[config.mk]
export PLATFORM = sky130hd
export DESIGN_NAME = vehicle_detector_flat
export DESIGN_NICKNAME = d
export VERILOG_FILES = /design/src/rtl/traffic_pkg.sv /design/src/rtl/vehicle_detector_if.sv /design/src/rtl/sync_2ff.sv /design/src/rtl/vehicle_detector.sv /design/src/flat_wrapper.sv
export SDC_FILE = /design/constraint.sdc
export NUM_CORES = 1
export LEC_CHECK = 0
export CAP_MARGIN = 10
export CORE_MARGIN = 2
export CORE_UTILIZATION = 60
export DETAILED_ROUTE_END_ITERATION = 10
export HOLD_SLACK_MARGIN = 0.03
export PLACE_DENSITY = 0.85
export RECOVER_POWER = 100
export SETUP_SLACK_MARGIN = 0.4
export SLEW_MARGIN = 40
export SYNTH_ARGS = -nofsm -noshare
export SYNTH_HDL_FRONTEND = slang
export SYNTH_HIERARCHICAL = 1
export SYNTH_SLANG_ARGS = --single-unit
[constraint.sdc]
create_clock -name clock -period 2.42 [get_ports clock]
set_clock_uncertainty 0.15 [all_clocks]
set_input_delay 0.242 -clock clock [delete_from_list [all_inputs] [get_ports clock]]
set_output_delay 0.242 -clock clock [all_outputs]
set_load 0.005 [all_outputs]
[src/rtl/traffic_pkg.sv]
// Shared encodings for the country-road traffic controller and its loop detector.
// Latency: n/a (types and constants only).
// Backpressure: n/a.
package traffic_pkg;

  // Loop-detector FSM states; also exported on the debug state port.
  typedef enum logic [2:0] {
    DET_IDLE    = 3'd0,
    DET_QUALIFY = 3'd1,
    DET_PRESENT = 3'd2,
    DET_HOLD    = 3'd3,
    DET_FAULT   = 3'd4
  } det_state_e;

  // Lamp codes driven by sig_control.
  typedef enum logic [1:0] {
    LIGHT_RED    = 2'd0,
    LIGHT_YELLOW = 2'd1,
    LIGHT_GREEN  = 2'd2
  } light_e;

  // sig_control state codes.
  typedef enum logic [2:0] {
    CTRL_S0 = 3'd0,
    CTRL_S1 = 3'd1,
    CTRL_S2 = 3'd2,
    CTRL_S3 = 3'd3,
    CTRL_S4 = 3'd4
  } ctrl_state_e;

endpackage

[src/rtl/vehicle_detector_if.sv]
// Bundle between the loop sensor side and the detector.
// Latency: n/a (wires only).
// Backpressure: none; every signal is a level or a single-cycle pulse.
// Signals: loop_raw (raw sensor), fault_clr (fault acknowledge pulse),
//          X (car-present request), fault (stuck-loop flag), state_o (debug state).
interface vehicle_detector_if;
  logic       loop_raw;
  logic       fault_clr;
  logic       X;
  logic       fault;
  logic [2:0] state_o;

  // master: sensor/bench side, slave: the detector itself.
  modport master (output loop_raw, output fault_clr,
                  input  X, input fault, input state_o);
  modport slave  (input  loop_raw, input fault_clr,
                  output X, output fault, output state_o);
endinterface

[src/rtl/sync_2ff.sv]
// Two-flop synchroniser for a single asynchronous level.
// Latency: 2 clock cycles from d to q.
// Backpressure: none.
// Ports: clock, clear_n (async active-low clear), d (async input), q (synchronised output).
module sync_2ff (
  input  logic clock,
  input  logic clear_n,
  input  logic d,
  output logic q
);

  logic meta_q;
  logic sync_q;

  always_ff @(posedge clock or negedge clear_n) begin
    if (!clear_n) begin
      meta_q <= 1'b0;
      sync_q <= 1'b0;
    end else begin
      meta_q <= d;
      sync_q <= meta_q;
    end
  end

  assign q = sync_q;

endmodule

[src/rtl/vehicle_detector.sv]
// Turns the raw inductive-loop sensor into a clean, hold-extended car-present request X.
// Latency: X rises DEBOUNCE+2 edges after loop_raw is first sampled high; falls HOLD+2 edges after the drop.
// Backpressure: none; a loop occupied for MAX_PRESENT cycles forces FAULT with X low until acknowledged.
// Ports: clock, clear_n (async active-low reset), det (slave side of vehicle_detector_if).
module vehicle_detector
  import traffic_pkg::*;
#(
  parameter int DEBOUNCE    = 4,
  parameter int HOLD        = 8,
  parameter int MAX_PRESENT = 255,
  parameter int CNT_W       = 8
) (
  input  logic                 clock,
  input  logic                 clear_n,
  vehicle_detector_if.slave    det
);

  localparam logic [CNT_W-1:0] DEB_C  = CNT_W'(DEBOUNCE);
  localparam logic [CNT_W-1:0] HOLD_C = CNT_W'(HOLD);
  localparam logic [CNT_W-1:0] MAX_C  = CNT_W'(MAX_PRESENT);
  localparam logic [CNT_W-1:0] ONE_C  = CNT_W'(1);
  localparam logic [CNT_W-1:0] ZERO_C = '0;

  function automatic logic [CNT_W-1:0] sat_inc(input logic [CNT_W-1:0] v);
    return (&v) ? v : v + ONE_C;
  endfunction

  logic             loop_s;
  det_state_e       state_q, state_d;
  logic [CNT_W-1:0] deb_cnt_q, deb_cnt_d;
  logic [CNT_W-1:0] hold_cnt_q, hold_cnt_d;
  logic [CNT_W-1:0] pres_cnt_q, pres_cnt_d;
  logic [CNT_W-1:0] pres_inc;
  logic             x_q, x_d;
  logic             fault_q, fault_d;

  sync_2ff u_loop_sync (
    .clock   (clock),
    .clear_n (clear_n),
    .d       (det.loop_raw),
    .q       (loop_s)
  );

  // pres_inc is the occupancy count including the current cycle, so FAULT is
  // entered exactly MAX_PRESENT edges after X rose.
  assign pres_inc = sat_inc(pres_cnt_q);

  always_comb begin
    state_d    = state_q;
    deb_cnt_d  = deb_cnt_q;
    hold_cnt_d = hold_cnt_q;
    pres_cnt_d = pres_cnt_q;
    case (state_q)
      DET_IDLE: begin
        deb_cnt_d  = ZERO_C;
        hold_cnt_d = ZERO_C;
        pres_cnt_d = ZERO_C;
        if (loop_s) begin
          state_d   = DET_QUALIFY;
          deb_cnt_d = ONE_C;
        end
      end
      DET_QUALIFY: begin
        if (!loop_s) begin
          state_d   = DET_IDLE;
          deb_cnt_d = ZERO_C;
        end else if (deb_cnt_q == DEB_C) begin
          state_d   = DET_PRESENT;
          deb_cnt_d = ZERO_C;
        end else begin
          deb_cnt_d = sat_inc(deb_cnt_q);
        end
      end
      DET_PRESENT: begin
        pres_cnt_d = pres_inc;
        if (pres_inc == MAX_C) begin
          state_d = DET_FAULT;
        end else if (!loop_s) begin
          state_d    = DET_HOLD;
          hold_cnt_d = ONE_C;
        end
      end
      DET_HOLD: begin
        // Occupancy keeps accumulating across flicker, so a chattering loop
        // still trips the stuck-loop check.
        pres_cnt_d = pres_inc;
        if (pres_inc == MAX_C) begin
          state_d    = DET_FAULT;
          hold_cnt_d = ZERO_C;
        end else if (loop_s) begin
          state_d    = DET_PRESENT;
          hold_cnt_d = ZERO_C;
        end else if (hold_cnt_q == HOLD_C) begin
          state_d    = DET_IDLE;
          hold_cnt_d = ZERO_C;
          pres_cnt_d = ZERO_C;
        end else begin
          hold_cnt_d = sat_inc(hold_cnt_q);
        end
      end
      DET_FAULT: begin
        // Only release once the loop has actually gone quiet.
        if (det.fault_clr && !loop_s) begin
          state_d    = DET_IDLE;
          pres_cnt_d = ZERO_C;
        end
      end
      default: begin
        state_d    = DET_IDLE;
        deb_cnt_d  = ZERO_C;
        hold_cnt_d = ZERO_C;
        pres_cnt_d = ZERO_C;
      end
    endcase
    // Outputs decoded from next state so they switch on the same edge as state.
    x_d     = (state_d == DET_PRESENT) || (state_d == DET_HOLD);
    fault_d = (state_d == DET_FAULT);
  end

  always_ff @(posedge clock or negedge clear_n) begin
    if (!clear_n) begin
      state_q    <= DET_IDLE;
      deb_cnt_q  <= ZERO_C;
      hold_cnt_q <= ZERO_C;
      pres_cnt_q <= ZERO_C;
      x_q        <= 1'b0;
      fault_q    <= 1'b0;
    end else begin
      state_q    <= state_d;
      deb_cnt_q  <= deb_cnt_d;
      hold_cnt_q <= hold_cnt_d;
      pres_cnt_q <= pres_cnt_d;
      x_q        <= x_d;
      fault_q    <= fault_d;
    end
  end

  assign det.X       = x_q;
  assign det.fault   = fault_q;
  assign det.state_o = state_q;

endmodule

[src/flat_wrapper.sv]
// flat-port wrapper written by rule: the top's interface ports become plain ports
module vehicle_detector_flat import traffic_pkg::*;
#(
  parameter int DEBOUNCE    = 4,
  parameter int HOLD        = 8,
  parameter int MAX_PRESENT = 255,
  parameter int CNT_W       = 8
)
  (clock, clear_n, det_loop_raw, det_fault_clr, det_X, det_fault, det_state_o);
  vehicle_detector_if det_i ();
  input  logic clock;
  input  logic clear_n;
  input wire logic [$bits(det_i.loop_raw)-1:0] det_loop_raw;
  input wire logic [$bits(det_i.fault_clr)-1:0] det_fault_clr;
  output wire logic [$bits(det_i.X)-1:0] det_X;
  output wire logic [$bits(det_i.fault)-1:0] det_fault;
  output wire logic [$bits(det_i.state_o)-1:0] det_state_o;
  assign det_i.loop_raw = det_loop_raw;
  assign det_i.fault_clr = det_fault_clr;
  assign det_X = det_i.X;
  assign det_fault = det_i.fault;
  assign det_state_o = det_i.state_o;
  vehicle_detector #(.DEBOUNCE(DEBOUNCE), .HOLD(HOLD), .MAX_PRESENT(MAX_PRESENT), .CNT_W(CNT_W)) u_core (.clock(clock), .clear_n(clear_n), .det(det_i));
endmodule
==> impl_metrics.csv <==
group,metric,value,unit
synth,synthDistinctLibCells,50,
flow_run,cap_violations,0,
layout,multi_input_area,1200,µm²
cts,cts_sinks,31,
cts,cts_root_buffer,"clkbuf_4",
synth,synth_top_area_share,40.1,%
sta,setup_viol,0,
pwr,power.leakage,0.980,nW
cts,clk_pin_slew,100,ps
synth,synth.area.top_cells,"dfrtp_1 (40%), o21ai_0 (4.7%), nand3_1 (3.9%), nand2_1 (3.5%), ha_1 (3.2%)",
detailed_routing,drcViolationCount,0,
cts,cts.path.max_buffers,2,
global_routing,grt_max_degree,32,
placement,gp_congestion,0.873,
synth,postSynthRegisterBits,31,
setup_path,start_kind,"flop",
setup_path,critPathMaxStageDelay,430,ps
setup_path,worstPathRequired,2500,ps
pwr,p_per_area,822,nW/µm²
placement,dp_slack,107,ps
setup_path,r2r_cells,7,
sta,final.period_utilization,90.4,%
floorplanning,rows,20,
layout,regArea,779,µm²
global_routing,antenna_found_initial,0,
sta,rsz0062_at_grt,"yes",
sta,setup_tns,0,ps
floorplanning,core,3050,µm²
layout,layout-drive-gt1-share,22.2,%
synth,synth_top_area_cell,"dfrtp_1",
cts,h-tree-depth,2,
detailed_routing,wl,5120,µm
sta,max_freq,457,MHz
setup_path,end_kind,"flop",
floorplanning,chipWidth,60.8,µm
floorplanning,die_area,3700,µm²
global_routing,grt_use_total,30.9,%
detailed_routing,vias_per_cell,6.63,
sta,drv_slew,0,
synth,netlist_instances,216,
sta,finalWorstSetupSlack,232,ps
detailed_routing,dr.pass1.iters,4,
placement,numPortBuffers,8,
sta,relSlewSlack,64.1,%
setup_path,crit_arrival,2270,ps
cts,worstSkewPairLatency,330,ps
synth,avgSynthCellArea,8.96,µm²
detailed_routing,ant_nets,0,
synth,netlist_area,1940,µm²
setup_path,worstPathMaxFanout,8,
floorplanning,fp.dieH,60.8,µm
detailed_routing,initialDrtViolationCount,248,
setup_path,critPathTopFamily,"compound AO/OA/AOI/OAI gates",
synth,syn_nets,225,
placement,hpwl,3240,µm
synth,ys_warn_count,6,
global_routing,grt_pass1_wl,8420,µm
synth,yosysSeqAreaShare,40.1,%
status,outcome,"finished clean",
setup_path,cp.depth,7,
setup_path,worstSetupPathType,"reg2reg",
sta,hold_viol,0,
cts,numCtsBuffers,5,
global_routing,grt_overflow,0,
floorplanning,start_util,63.4,%
floorplanning,io_pins,9,
setup_path,critical_path.slowest_cell,"dfrtp_1",
layout,fill_cells,228,
synth,async_reset_ff_share,100,%
setup_path,cp.buffers_inverters,1,
layout,diodes,0,
worst_hold_path,hp-class,"in2async",
layout,fin_nets,247,
synth,synth_ff_type,"dfrtp_1",
sta,tightest_slew,539,ps
detailed_routing,vias,1876,
detailed_routing,wire_per_inst,18.1,µm
setup_path,path_cells,"ha_4, nand4_1, nor3_1, o221ai_4, clkbuf_1, o32a_1, o21ai_0",
layout,area_delta_synth_final,21.1,%
sta,post-route-min-period,2190,ps
pwr,vdd_drop_max,0.511,mV
cts,postCtsHoldBufs,0,
synth,synth-edff-count,0,
cts,cts_tree,"done",
global_routing,grt_pass1_vias,1845,
==> state kept, by name, indices dropped and copies added, names as in the netlist <==
register / cells
u_core/u_loop_sync/q: 1
u_core/u_loop_sync/meta_q: 1
u_core/hold_cnt_q: 8
u_core/det.X: 1
u_core/det.state_o: 3
u_core/pres_cnt_q: 8
u_core/det.fault: 1
u_core/deb_cnt_q: 8
==> cells in the mapped netlist (2+ instances only) <==
master	number
a21o_1	3
a21oi_1	8
a22o_1	4
a31oi_1	7
and3_1	2
buf_2	7
dfrtp_1	31
ha_1	5
inv_1	13
nand2_1	18
nand2b_1	5
nand3_1	15
nand4_1	7
nor2_1	16
nor2b_1	2
nor3_1	7
o211ai_1	2
o21ai_0	18
o21ai_1	2
o221ai_1	3
o22ai_1	6
o31ai_1	4
o32a_1	2
xnor2_1	3
==> layout make-up <==
type / instances / share of cell area (%)
Multi-Input combinational cell: 163 / 51.0
Sequential cell: 31 / 33.2
Timing Repair Buffer: 24 / 8.38
Clock buffer: 8 / 2.93
Tap cell: 44 / 2.35
Inverter: 13 / 2.08
==> cells in the final DEF, fill, tap and decap left out, types with 3 or more instances in the layout <==
cell type / n
nand2_1: 16
inv_1: 13
nand2b_1: 5
a21o_1: 3
ha_1: 3
a21oi_1: 6
clkbuf_4: 5
o22ai_1: 6
nor3_1: 7
nor2_1: 14
dfrtp_2: 3
dfrtp_1: 28
xnor2_1: 3
nand3_1: 14
o21ai_1: 3
a22o_1: 4
o221ai_1: 3
nand4_1: 7
clkdlybuf4s50_1: 4
a31oi_1: 7
o21ai_0: 16
buf_4: 15
dlygate4sd3_1: 4
o31ai_1: 3
==> per-layer routing <==
| layer | GRT usage [%] | wire length [µm] | up-vias |
|---|---|---|---|
| met5 | 0 | 0 | - |
| met4 | 17.1 | 216 | 0 |
| met3 | 6.82 | 299 | 25 |
| met2 | 53.3 | 2580 | 89 |
| met1 | 35.3 | 2020 | 905 |
| li1 | - | - | 857 |
==> worst paths after layout <==
kind	from	endpoint	slack (ps)
max in group asynchronous	clear_n	u_core/pres_cnt_q[5]	1600
worst max-delay path	u_core/pres_cnt_q[1]	u_core/pres_cnt_q[5]	230
worst max register to register	u_core/pres_cnt_q[1]	u_core/pres_cnt_q[5]	230
min in group clock	u_core/u_loop_sync/meta_q	u_core/u_loop_sync/q	220
worst min-delay path	clear_n	u_core/hold_cnt_q[3]	210
worst min register to register	u_core/u_loop_sync/meta_q	u_core/u_loop_sync/q	220
==> cell families after synthesis <==
group,count (synthesis),synth area share (%)
AND/OR/NAND/NOR,86,25.1
XOR/XNOR,3,1.36
AO/OA/AOI/OAI,67,23.9
flip-flops,31,40.1
multiplexers,2,1.23
buffers and inverters,22,5.17
adder cells (fa/ha/maj),5,3.23
==> through the flow <==
stage | power [mW] | hold WS [ps] | util [%] | instance area [µm²] | std cells
floorplan | 1.24 | -204 | - | 1970 | 216
finish | 1.93 | 211 | 76.8 | 2340 | 283
global route | 2.04 | 214 | 76.8 | 2340 | 283
detailed placement | 1.41 | 190 | 67.8 | 2070 | 262
global placement | 1.37 | 184 | 67.8 | 2070 | 262
CTS | 1.87 | 144 | 74.8 | 2280 | 280
==> power breakdown <==
group          leakage [nW]  total [mW]  switching, mW  internal, mW
registers             0.406       0.731          0.133         0.598
clock network        0.0386       0.345          0.174         0.171
logic                 0.536       0.850          0.460         0.390
total                 0.980        1.93          0.768          1.16
==> repair_timing <==
action,4_1_cts,5_1_grt
buffers inserted,10,3
pin swaps,8,5
endpoints found under the setup margin,26,25
gates resized for setup,18,19
Power figures use the tool's default switching activity.
